$ cat src/rtl/line_pkg.sv
// Shared definitions for the line pair scheduler.
//   WORD_W_DEF : default word width in bits
//   sched_st_t : scheduler FSM states
//   src_t      : requester index (0 or 1)
package line_pkg;

   localparam int WORD_W_DEF = 32;

   typedef enum logic {
      IDLE  = 1'b0,
      SHIFT = 1'b1
   } sched_st_t;

   typedef logic src_t;

endpackage

$ cat src/rtl/line_rr_arb.sv
// Two-way request arbiter for the line pair scheduler.
// Optional macro: LINE_SCHED_PRIO_EN -- when defined, requester 0 always
// wins ties and last_src is ignored; otherwise ties go round-robin.
// Ports:
//   req[1:0]  in   request vector, bit i = requester i
//   en        in   grant slot open this cycle
//   last_src  in   source of the most recent grant
//   gnt[1:0]  out  one-hot grant (zero when en=0 or no request)
//   src       out  index of the granted requester
module line_rr_arb
   import line_pkg::*;
(
   input  logic [1:0] req,
   input  logic       en,
   input  src_t       last_src,
   output logic [1:0] gnt,
   output src_t       src
);

`ifdef LINE_SCHED_PRIO_EN
   logic unused_last_src;
   assign unused_last_src = last_src;
`endif

   always_comb begin
      gnt = 2'b00;
      src = 1'b0;
      if (en) begin
         unique case (req)
            2'b01:   src = 1'b0;
            2'b10:   src = 1'b1;
`ifdef LINE_SCHED_PRIO_EN
            2'b11:   src = 1'b0;
`else
            // tie: the side that did not win last time goes now
            2'b11:   src = ~last_src;
`endif
            default: src = 1'b0;
         endcase
         if (req != 2'b00)
            gnt = src ? 2'b10 : 2'b01;
      end
   end

endmodule

$ cat src/rtl/line_pair_sched.sv
// Word-to-pair scheduler in front of line_data. Arbitrates between two
// word requesters, latches the winning word and shifts it out LSB-first
// one bit pair per clock (a_out = bit 2k, b_out = bit 2k+1).
// Optional macro: LINE_SCHED_PRIO_EN (fixed priority to requester 0,
// handled inside line_rr_arb).
//
// state | meaning
// IDLE  | no word in flight; every cycle is a grant slot
// SHIFT | presenting pair cnt of the latched word; last pair is a grant slot
//
// Ports:
//   clk        in   clock, posedge
//   clr        in   asynchronous active-low reset
//   req0/1     in   requester has a word ready (held until its gnt)
//   data0/1    in   requester word
//   gnt0/1     out  combinational grant pulse; data captured this edge
//   a_out      out  even bit of current pair
//   b_out      out  odd bit of current pair
//   pair_vld   out  a_out/b_out valid this cycle
//   cur_src    out  source of the word being shifted (holds when idle)
//   word_done  out  last pair of the word presented this cycle
module line_pair_sched
   import line_pkg::*;
#(
   parameter int WORD_W = WORD_W_DEF
)
(
   input  logic              clk,
   input  logic              clr,
   input  logic              req0,
   input  logic [WORD_W-1:0] data0,
   output logic              gnt0,
   input  logic              req1,
   input  logic [WORD_W-1:0] data1,
   output logic              gnt1,
   output logic              a_out,
   output logic              b_out,
   output logic              pair_vld,
   output logic              cur_src,
   output logic              word_done
);

   localparam int NP    = WORD_W / 2;
   localparam int CNT_W = $clog2(NP);
   localparam logic [CNT_W-1:0] LAST = CNT_W'(NP - 1);

   sched_st_t         state;
   sched_st_t         nxt_state;
   logic [WORD_W-1:0] shreg;
   logic [CNT_W-1:0]  cnt;
   src_t              last_src;
   src_t              cur_src_q;
   logic              slot;
   logic              last_pair;
   logic              granted;
   logic [1:0]        gnt_v;
   src_t              src_g;

   assign last_pair = (state == SHIFT) && (cnt == LAST);
   assign slot      = (state == IDLE) || last_pair;
   assign granted   = |gnt_v;

   line_rr_arb u_arb (
      .req      ({req1, req0}),
      .en       (slot),
      .last_src (last_src),
      .gnt      (gnt_v),
      .src      (src_g)
   );

   // state register
   always_ff @(posedge clk or negedge clr) begin
      if (!clr) state <= IDLE;
      else      state <= nxt_state;
   end

   // next state
   always_comb begin
      nxt_state = state;
      unique case (state)
         IDLE:    if (granted) nxt_state = SHIFT;
         SHIFT:   if (last_pair && !granted) nxt_state = IDLE;
         default: nxt_state = IDLE;
      endcase
   end

   // outputs
   always_comb begin
      gnt0      = gnt_v[0];
      gnt1      = gnt_v[1];
      pair_vld  = (state == SHIFT);
      a_out     = (state == SHIFT) & shreg[0];
      b_out     = (state == SHIFT) & shreg[1];
      cur_src   = cur_src_q;
      word_done = last_pair;
   end

   // datapath: a grant in the last-pair cycle reloads directly, giving
   // zero bubble between consecutive words
   always_ff @(posedge clk or negedge clr) begin
      if (!clr) begin
         shreg     <= '0;
         cnt       <= '0;
         last_src  <= 1'b1;
         cur_src_q <= 1'b0;
      end else if (granted) begin
         shreg     <= src_g ? data1 : data0;
         cnt       <= '0;
         last_src  <= src_g;
         cur_src_q <= src_g;
      end else if (state == SHIFT) begin
         shreg <= shreg >> 2;
         cnt   <= last_pair ? '0 : cnt + 1'b1;
      end
   end

endmodule

$ cat config.mk
export PLATFORM = sky130hd
export DESIGN_NAME = line_pair_sched
export DESIGN_NICKNAME = d
export VERILOG_FILES = /design/src/rtl/line_pkg.sv /design/src/rtl/line_rr_arb.sv /design/src/rtl/line_pair_sched.sv
export SDC_FILE = /design/constraint.sdc
export NUM_CORES = 1
export LEC_CHECK = 0
export CORE_ASPECT_RATIO = 0.7
export CORE_MARGIN = 5
export CORE_UTILIZATION = 47
export CTS_BUF_LIST = sky130_fd_sc_hd__clkbuf_8
export DETAILED_ROUTE_END_ITERATION = 8
export PLACE_DENSITY = 0.85
export SLEW_MARGIN = 20
export SYNTH_ARGS = -nofsm -noshare
export SYNTH_HDL_FRONTEND = slang
export SYNTH_HIERARCHICAL = 1
export SYNTH_SLANG_ARGS = --single-unit
export TNS_END_PERCENT = 10
$ cat constraint.sdc
create_clock -name clk -period 2.1 [get_ports clk]
set_input_delay 0.21 -clock clk [delete_from_list [all_inputs] [get_ports clk]]
set_output_delay 0.21 -clock clk [all_outputs]
set_load 0.1 [all_outputs]
After elaboration in Yosys (flattened, before gate mapping)
Cells that the tools add are included.

word-level totals
  bits of input ports = 68
  register bits after elaboration = 39

cells by class
  bitwise gates (word level) = 4
  equality and inequality tests = 3
  multiplexer cells = 15
  add/subtract/negate cells = 1
  reductions and logical operators = 7

operators with widths
  operator             number
  $mux 32              3
  $mux 4               3
  $mux 2               3
  $add 4x1->4 const B  1
  $eq 2x2->1 const B   2
  $eq 4x4->1 const B   1
  $mux 1               4
  $pmux 1 s2           2
  $reduce_bool 2->1    2
  $and 1x1->1          2
  $logic_and 1x1->1    2
  $not 1->1            2
  $reduce_or 2->1      1
  $logic_not 1->1      1
  $logic_or 1x1->1     1

Depth between registers and ports, before layout
Gate-level depths: netlist of the first run.

  depth after elaboration = 12
  depth in mapped cells = 11
  gate-level depth less buffers = 8

Hierarchy
The synthesis of the first run kept the hierarchy.

modules (own cells, without submodules)
  module           area each (um2)  times used  cells each
  line_pair_sched  2227.1           1           212
  line_rr_arb      26.3             1           6

Worst setup path after synthesis of the first run
No wires, ideal clock.

  path kind = reg2reg
  start point = register state, in the netlist pair_vld
  end point = register shreg[0]
  buffers on the path = 4
  slack = -1.888 ns
  required time = 1.973 ns
  period minus slack after synthesis = 3.988 ns
  library setup time = 0.127 ns
  data arrival time = 3.861 ns
  stages on the path, launching flop included = 11
  cells stage by stage = dfrtp_1 buf_4 buf_4 buf_6 nand2_1 nand2_1 a21oi_1 nor2_2 buf_2 a211oi_1 a21oi_1

between the ends
  longest elaborated chain between the ends = 5
  elaborated cells between the ends (all ways) = 9

ends and longest elaborated chain
  item                                                   RTL line                text
  start, declared                                        line_pair_sched.sv:47   sched_st_t state;
  start signal, assigned                                 line_pair_sched.sv:74   else state <= nxt_state;
  $logic_and 1x1->1 / $not 1->1 (equally long branches)  n/a
  $logic_or 1x1->1 *                                     line_pair_sched.sv:60   assign slot = (state == IDLE) || last_pair;
  via slot                                               line_pair_sched.sv:53   logic slot;
  $mux 2 *                                               line_rr_arb.sv:28       if (en) begin
  via gnt1                                               line_pair_sched.sv:35   output logic gnt1,
  $reduce_or 2->1 *                                      line_pair_sched.sv:61   assign granted = |gnt_v;
  $mux 32 / $reduce_bool 2->1 (equally long branches)    n/a
  end signal, assigned                                   line_pair_sched.sv:107  shreg <= src_g ? data1 : data0;
  end signal, assigned                                   line_pair_sched.sv:112  shreg <= shreg >> 2;
  end, declared                                          line_pair_sched.sv:49   logic [WORD_W-1:0] shreg;

The timed path passes the listed nets; every way through them passes the cells marked *.
A chain may end at the register's enable or synchronous reset.

Final worst setup path of the first run
  start point = register cnt[0]
  end point = register shreg[19]

between the ends
  longest elaborated chain between the ends = 6
  elaborated cells between the ends (all ways) = 9

ends and longest elaborated chain
  item                                                 RTL line                                       text
  start, declared                                      line_pair_sched.sv:50                          logic [CNT_W-1:0] cnt;
  start signal, assigned                               line_pair_sched.sv:113                         cnt <= last_pair ? '0 : cnt + 1'b1;
  $eq 4x4->1 *                                         line_pair_sched.sv:59                          assign last_pair = (state == SHIFT) && (cnt == LAST);
  $logic_and 1x1->1 *                                  line_pair_sched.sv:59
  $logic_or 1x1->1 *                                   line_pair_sched.sv:60
  via slot                                             line_pair_sched.sv:53
  $mux 1 / $mux 2 (equally long branches)              line_rr_arb.sv:28
  $mux 32 / $reduce_or 2->1 (equally long branches)    line_pair_sched.sv:107, line_pair_sched.sv:61
  $mux 32 / $reduce_bool 2->1 (equally long branches)  n/a

Marks and branches as above.

==> results of run 1 <==
==> per-stage QoR <==
| stage | util [%] | setup slack, ns | cells | TNS, ns |
|---|---|---|---|---|
| after floorplan | - | -0.368 | 218 | -12.76 |
| after global placement | 67.2 | 0.221 | 335 | 0 |
| after detailed placement | 67.2 | 0.160 | 335 | 0 |
| after CTS | 69.3 | 0.156 | 343 | 0 |
| after global routing | 70.0 | 0.0148 | 344 | 0 |
| final | 70.0 | 0.192 | 344 | 0 |
==> worst max-delay path: cells and delay by family, from the launching register on <==
kind,cells,cell delay [ns]
buf+inv,1,0.18
simple gates,4,0.59
fa+ha+maj,1,0.22
flops,1,0.42
compound gates,3,0.36
==> worst paths after layout <==
kind	startpoint	end
min	clr	shreg[20]
max	cnt[0]	shreg[19]
min in group clk	shreg[31]	shreg[31]
min reg2reg	shreg[31]	shreg[31]
max reg2reg	cnt[0]	shreg[19]
max in group asynchronous	clr	pair_vld
==> timing repair <==
item	in CTS	in global routing
setup buffers	0	0
setup endpoints to repair	0	3
gates resized for setup	0	2
==> routing by layer <==
layer	share of wire, %	wire (µm)	up-vias
li1	-	-	923
met1	45	2370	857
met2	47	2490	52
met3	7.5	394	2
met4	0.42	22	0
met5	0	0	-
==> cell type report <==
class | instances | area, µm² | area share [%]
tap | 57 | 71.3 | 2.17
clock buffer | 7 | 96.3 | 2.93
sequential | 39 | 981 | 29.8
inverter | 1 | 3.75 | 0.114
timing repair buffer | 79 | 898 | 27.3
multi-input combinational | 160 | 1240 | 37.6
clock inverter | 1 | 3.75 | 0.114
==> synth_stat cells (all sizes together) <==
| cell type | n |
|---|---|
| o21ai | 3 |
| nor2 | 4 |
| dfstp | 1 |
| nand3b | 3 |
| nand2 | 13 |
| xor2 | 1 |
| inv | 1 |
| a21oi | 36 |
| nor2b | 30 |
| dfrtp | 38 |
| nand3 | 1 |
| and2 | 2 |
| mux2i | 33 |
| a211oi | 30 |
| or2 | 1 |
| or3 | 1 |
| ha | 1 |
| buf | 18 |
| nand2b | 1 |
==> cell families after synthesis <==
kind of cell | synth area share (%)
fa+ha+maj | 0.555
compound gates | 20.9
simple gates | 13.9
flops | 43.4
mux | 14.7
buf+inv | 6.27
xor+xnor | 0.389
==> power by group through the flow <==
stage	logic [mW]	clock network, mW	registers (mW)
6_report	2.72	0.538	1.45
5_1_grt	2.95	0.596	1.50
4_1_cts	2.69	0.560	1.45
3_5_place_dp	2.68	0	1.46
2_1_floorplan	2.04	0	1.47
3_3_place_gp	2.60	0	1.44
==> sequential cells by signal, indices dropped and copies added, names as in the netlist <==
register and flops:
pair_vld 1, cur_src 1, shreg 32, cnt 4
last_src 1
==> flow_summary.ini, run 1 <==
[setup_path]
timing.critical_path.slowest_cell_delay_ns = 0.42
critical_path_required_ns = 2.27
crit_path_top_delay_cell = dfrtp_1
cp_data_arrival_time_ns = 2.08
crit_path_max_fanout = 35
setup.worst_path.class = reg -> reg
cp_cell_sequence = ha_2 > nand3_1 > nand2_4 > nand2_2 > a21oi_4 > or2_1 > buf_12 > a211oi_1 > a21oi_1
internal_reg_to_reg_setup_slack_ns = 0.19
worst-r2r-cell-count = 9
worst_setup_path_end_kind = register
startpoint_type = register

[detailed_routing]
drt_first_iter_violations = 92
dr.pass1.iters = 4
viasPerCell = 5.33
drt_wl_total_um = 5270
detail-route-antenna-nets = 0
route.detailed.drc = 0
wire_per_inst_um = 15.3
via_count = 1834

[floorplan]
design.die.area_um2 = 6300
die_width_um = 92.8
std_cell_rows = 21
fp.dieH_um = 67.9
core_area_um2 = 4700
floorplan.initialDensity_pct = 47.9
floorplan.io_pins = 75

[cells_and_area]
layout_common_cells = clkdlybuf4s50_1 (66), dfrtp_1 (37), mux2i_1 (33), a21oi_1 (33), nor2b_1 (30)
num-nets-final = 355
number_of_antenna_diodes = 0
layout_commonest_cell = clkdlybuf4s50_1
fillers = 364
layout-drive-gt1-share_pct = 17.1
postLayoutCellArea_um2 = 3290
syn_to_final_growth_pct = 46.1

[timing]
final_hold_viol_count = 0
max_slew_margin_pct = 43.3
setup_viol_count_final = 0
worstMarginPinSlew_ns = 0.851
slew_viol_final = 0
finalCritPeriodShare_pct = 90.9
min_period_ns = 1.91
timing.clock.skew_ns = 0.00336
finalHoldWorstSlack_ns = 0.0254
max_clock_freq_mhz = 524
unrepaired_setup_endpoints_after_global_routing = no

[cts]
clock_insertion_delay_worst_skew_ns = 0.29
count_of_hold_buffers_inserted_by_post_cts_repair = 0
clock_tree.htree_level_count = 2
clock_tree.buffer_depth = 2
tritoncts = done
worst_setup_hold_path_clk_slew_ns = 0.07
cts_buffers = 5
numClockSinks = 39
root_buffer = clkbuf_8

[synthesis]
synth_top_area_cell = dfrtp_1
ys_top_cells_by_area = dfrtp_1 (42%), mux2i_1 (15%), nor2b_1 (8.3%)
yosys.cell_types.count = 24
ys_ff_latch = 39
synth_nets = 287
post_synth_inst_count = 218
synth_sequential_area_ratio_pct = 43.4
syn_area_per_cell_um2 = 10.3
synth_top_area_share_pct = 42.2
post_synth_instance_area_um2 = 2250
ys.warnings.count = 6

[min_path]
min-delay-path-class = in -> async

[power]
seqPwrFrac_pct = 30.8
p_per_area_nw_per_um2 = 1430
peakVddDrop_mv = 1.01
switchingPower_mw = 2.04
switching_share_pct = 43.2
power_leakage_nw = 1.35
clockPowerShare_pct = 11.4
power_report.internal_total_mw = 2.68
total_power_mw = 4.71
comb_power_share_pct = 57.8

[place]
dp_hpwl_um = 3690
post_dp_cell_area_um2 = 3160
gpl.final_weighted_congestion = 0.761
port_buffers = 74

[global_routing]
grt_met1_usage_pct = 20.8
grtUsageMet3_pct = 6.81
grt.overflow.total = 0
grt_start_max_net_pins = 49
grt_use_met2_pct = 27.8
grt_util_all_layers_pct = 16.9
first_global_vias = 1830
number_of_antenna_violations_at_the_first_check_in_global_routing = 0
grt_pass1_wl_um = 8250
globalRoute.busiestLayer = met2

[run]
drv_cap = 0

[status]
status = finished, final reports clean
No activity file was read; power rests on OpenSTA's default activity.
==> inputs of run 2 (changes only) <==
Settings changed: CORE_UTILIZATION 47 to 51, PLACE_DENSITY 0.85 to 0.91.
Clock period 2.1 ns to 2.28 ns, I/O delays scaled along.
==> run 2 against run 1 <==
Maximum frequency shrank 7.1%; flip-flop and latch count is the same; core utilization grew 5.9 points; combinational power shrank 7.4%; design area shrank 0.72%; clock skew grew 0.0041 ns; wire length grew 1.3%; sequential share of layout area grew 0.22 points; die area shrank 6.9%; count of clock-buffer cells in the layout shrank 2; non-clock buffer count grew 4; largest power group unchanged.
==> flow_summary.ini, run 2 (synthesis gave the netlist of run 1 again) <==
[detailed_routing]
drt_first_iter_violations = 107
viasPerCell = 5.42
detail-route-antenna-nets = 0
drt_wl_total_um = 5340
route.detailed.drc = 0
via_count = 1875
dr.pass1.iters = 4
met3RoutedLength_um = 422
wire_per_inst_um = 15.4
detail_route.wirelength.met1_um = 2410
top_layer_used = met4
detailroute.wirelength.met2_um = 2440

[cts]
worst_setup_hold_path_clk_slew_ns = 0.08
clock_insertion_delay_worst_skew_ns = 0.29
cts_buffers = 5
post_cts_buffers = 0
root_buffer = clkbuf_8
clock_tree.buffer_depth = 2
clock_tree.htree_level_count = 2
tritoncts = done
numClockSinks = 39

[cells_and_area]
number_of_antenna_diodes = 0
reg.largest.list = shreg (32), cnt (4)
syn_to_final_growth_pct = 45.1
postLayoutCellArea_um2 = 3270
layout_common_cells = clkdlybuf4s50_1 (66), dfrtp_1 (37), mux2i_1 (33), a21oi_1 (33), nor2b_1 (30)
layout-drive-gt1-share_pct = 17.5
fillers = 302
postLayoutCoreUtil_pct = 76.0
layout_commonest_cell = clkdlybuf4s50_1
largest_register_ffs = 32
num-nets-final = 359
registers.top_by_ff_count = shreg

[timing]
timing.clock.skew_ns = 0.00750
setup_viol_count_final = 0
worstMarginPinSlew_ns = 0.627
finalCritPeriodShare_pct = 90.1
finalWorstSetupSlack_ns = 0.225
slew_viol_final = 0
unrepaired_setup_endpoints_after_global_routing = no
final_hold_viol_count = 0
max_slew_margin_pct = 58.2
max_clock_freq_mhz = 487
min_period_ns = 2.05

[setup_path]
worst_setup_path_end_kind = register
cp_cell_sequence = ha_1 > nand3_1 > nand2_4 > nand2_4 > a21oi_4 > buf_12 > nor2b_1 > a211oi_1 > a21oi_1
crit_path_top_delay_cell = dfrtp_1
startpoint_type = register
cp_data_arrival_time_ns = 2.22
setup.worst_path.class = reg -> reg
critical_path_required_ns = 2.45
crit_path_max_fanout = 41
timing.critical_path.slowest_cell_delay_ns = 0.42
cp_common_cell = nand2_4

[floorplan]
floorplan.io_pins = 75
design.die.area_um2 = 5870
fp.dieH_um = 65.6
die_width_um = 89.5
std_cell_rows = 20
floorplan.initialDensity_pct = 52.4
core_area_um2 = 4300

[global_routing]
grt.overflow.total = 0
number_of_antenna_violations_at_the_first_check_in_global_routing = 0
grt_start_max_net_pins = 42
grt_util_all_layers_pct = 19.6
grt_pass1_wl_um = 8700
first_global_vias = 1838

[status]
status = finished, final reports clean

[power]
peakVddDrop_mv = 1.10
switching_share_pct = 44.5
total_power_mw = 4.28
p_per_area_nw_per_um2 = 1310
power_report.internal_total_mw = 2.38
switchingPower_mw = 1.91
clockPowerShare_pct = 10.6
comb_power_share_pct = 58.8
seqPwrFrac_pct = 30.6
power_leakage_nw = 1.35

[place]
port_buffers = 74
place_worst_setup_slack_ns = 0.323
dp_hpwl_um = 3950
gpl.final_weighted_congestion = 0.759
post_dp_cell_area_um2 = 3180

[min_path]
min-delay-path-class = in -> async

[run]
drv_cap = 0
## run 2: layer usage
metal  track usage (%)  vias up
li1                  -      925
met1              26.7      873
met2              30.3       71
met3              5.39        6
met4              6.13        0
met5                 0        -
## run 2: final timing paths
kind	start	to	slack [ns]	cells after the start
min	clr	shreg[20]	0.48	2
max reg2reg	cnt[1]	shreg[12]	0.23	9
max	cnt[1]	shreg[12]	0.23	9
min reg2reg	cur_src	cur_src	0.51	2
min in group clk	cur_src	cur_src	0.51	2
max in group asynchronous	clr	shreg[8]	1.18	3
## run 2: area by class of cell
type                    instances  area (µm²)  area share [%]
flip-flops and latches         39         981            30.0
inverters                       1        3.75           0.115
well taps                      55        68.8            2.10
clock inverters                 3        15.0           0.459
clock buffers                   5        68.8            2.10
multi-input cells             160        1230            37.7
repair buffers                 83         901            27.6
## run 2: power by group through the flow
| stage | Clock, mW | Combinational (mW) | Sequential [mW] |
|---|---|---|---|
| 2_1_floorplan | 0 | 1.87 | 1.35 |
| 5_1_grt | 0.492 | 2.73 | 1.35 |
| 6_report | 0.454 | 2.52 | 1.31 |
| 3_5_place_dp | 0 | 2.51 | 1.31 |
| 3_3_place_gp | 0 | 2.43 | 1.29 |
| 4_1_cts | 0.462 | 2.53 | 1.31 |
## run 2: stage by stage
step                hold WS, ns  instances  TNS, ns
detailed placement        0.277        337        0
global placement          0.267        337        0
finish                    0.484        346        0
CTS                       0.498        346        0
global route              0.534        346        0
floorplan               -0.0676        218    -5.60
## run 2: what timing repair did
action,in CTS,in global routing
hold endpoints to repair,26,0
gates resized for setup,0,0
hold buffers,1,0
setup endpoints to repair,0,0
## run 2: worst max-delay path, delay by kind of cell, from the launching register on
family                   cells  cell delay, ns
flip-flops                   1            0.42
AND/OR/NAND/NOR              4            0.42
AO/OA/AOI/OAI                3            0.59
adder cells (fa/ha/maj)      1            0.24
buffers and inverters        1            0.25
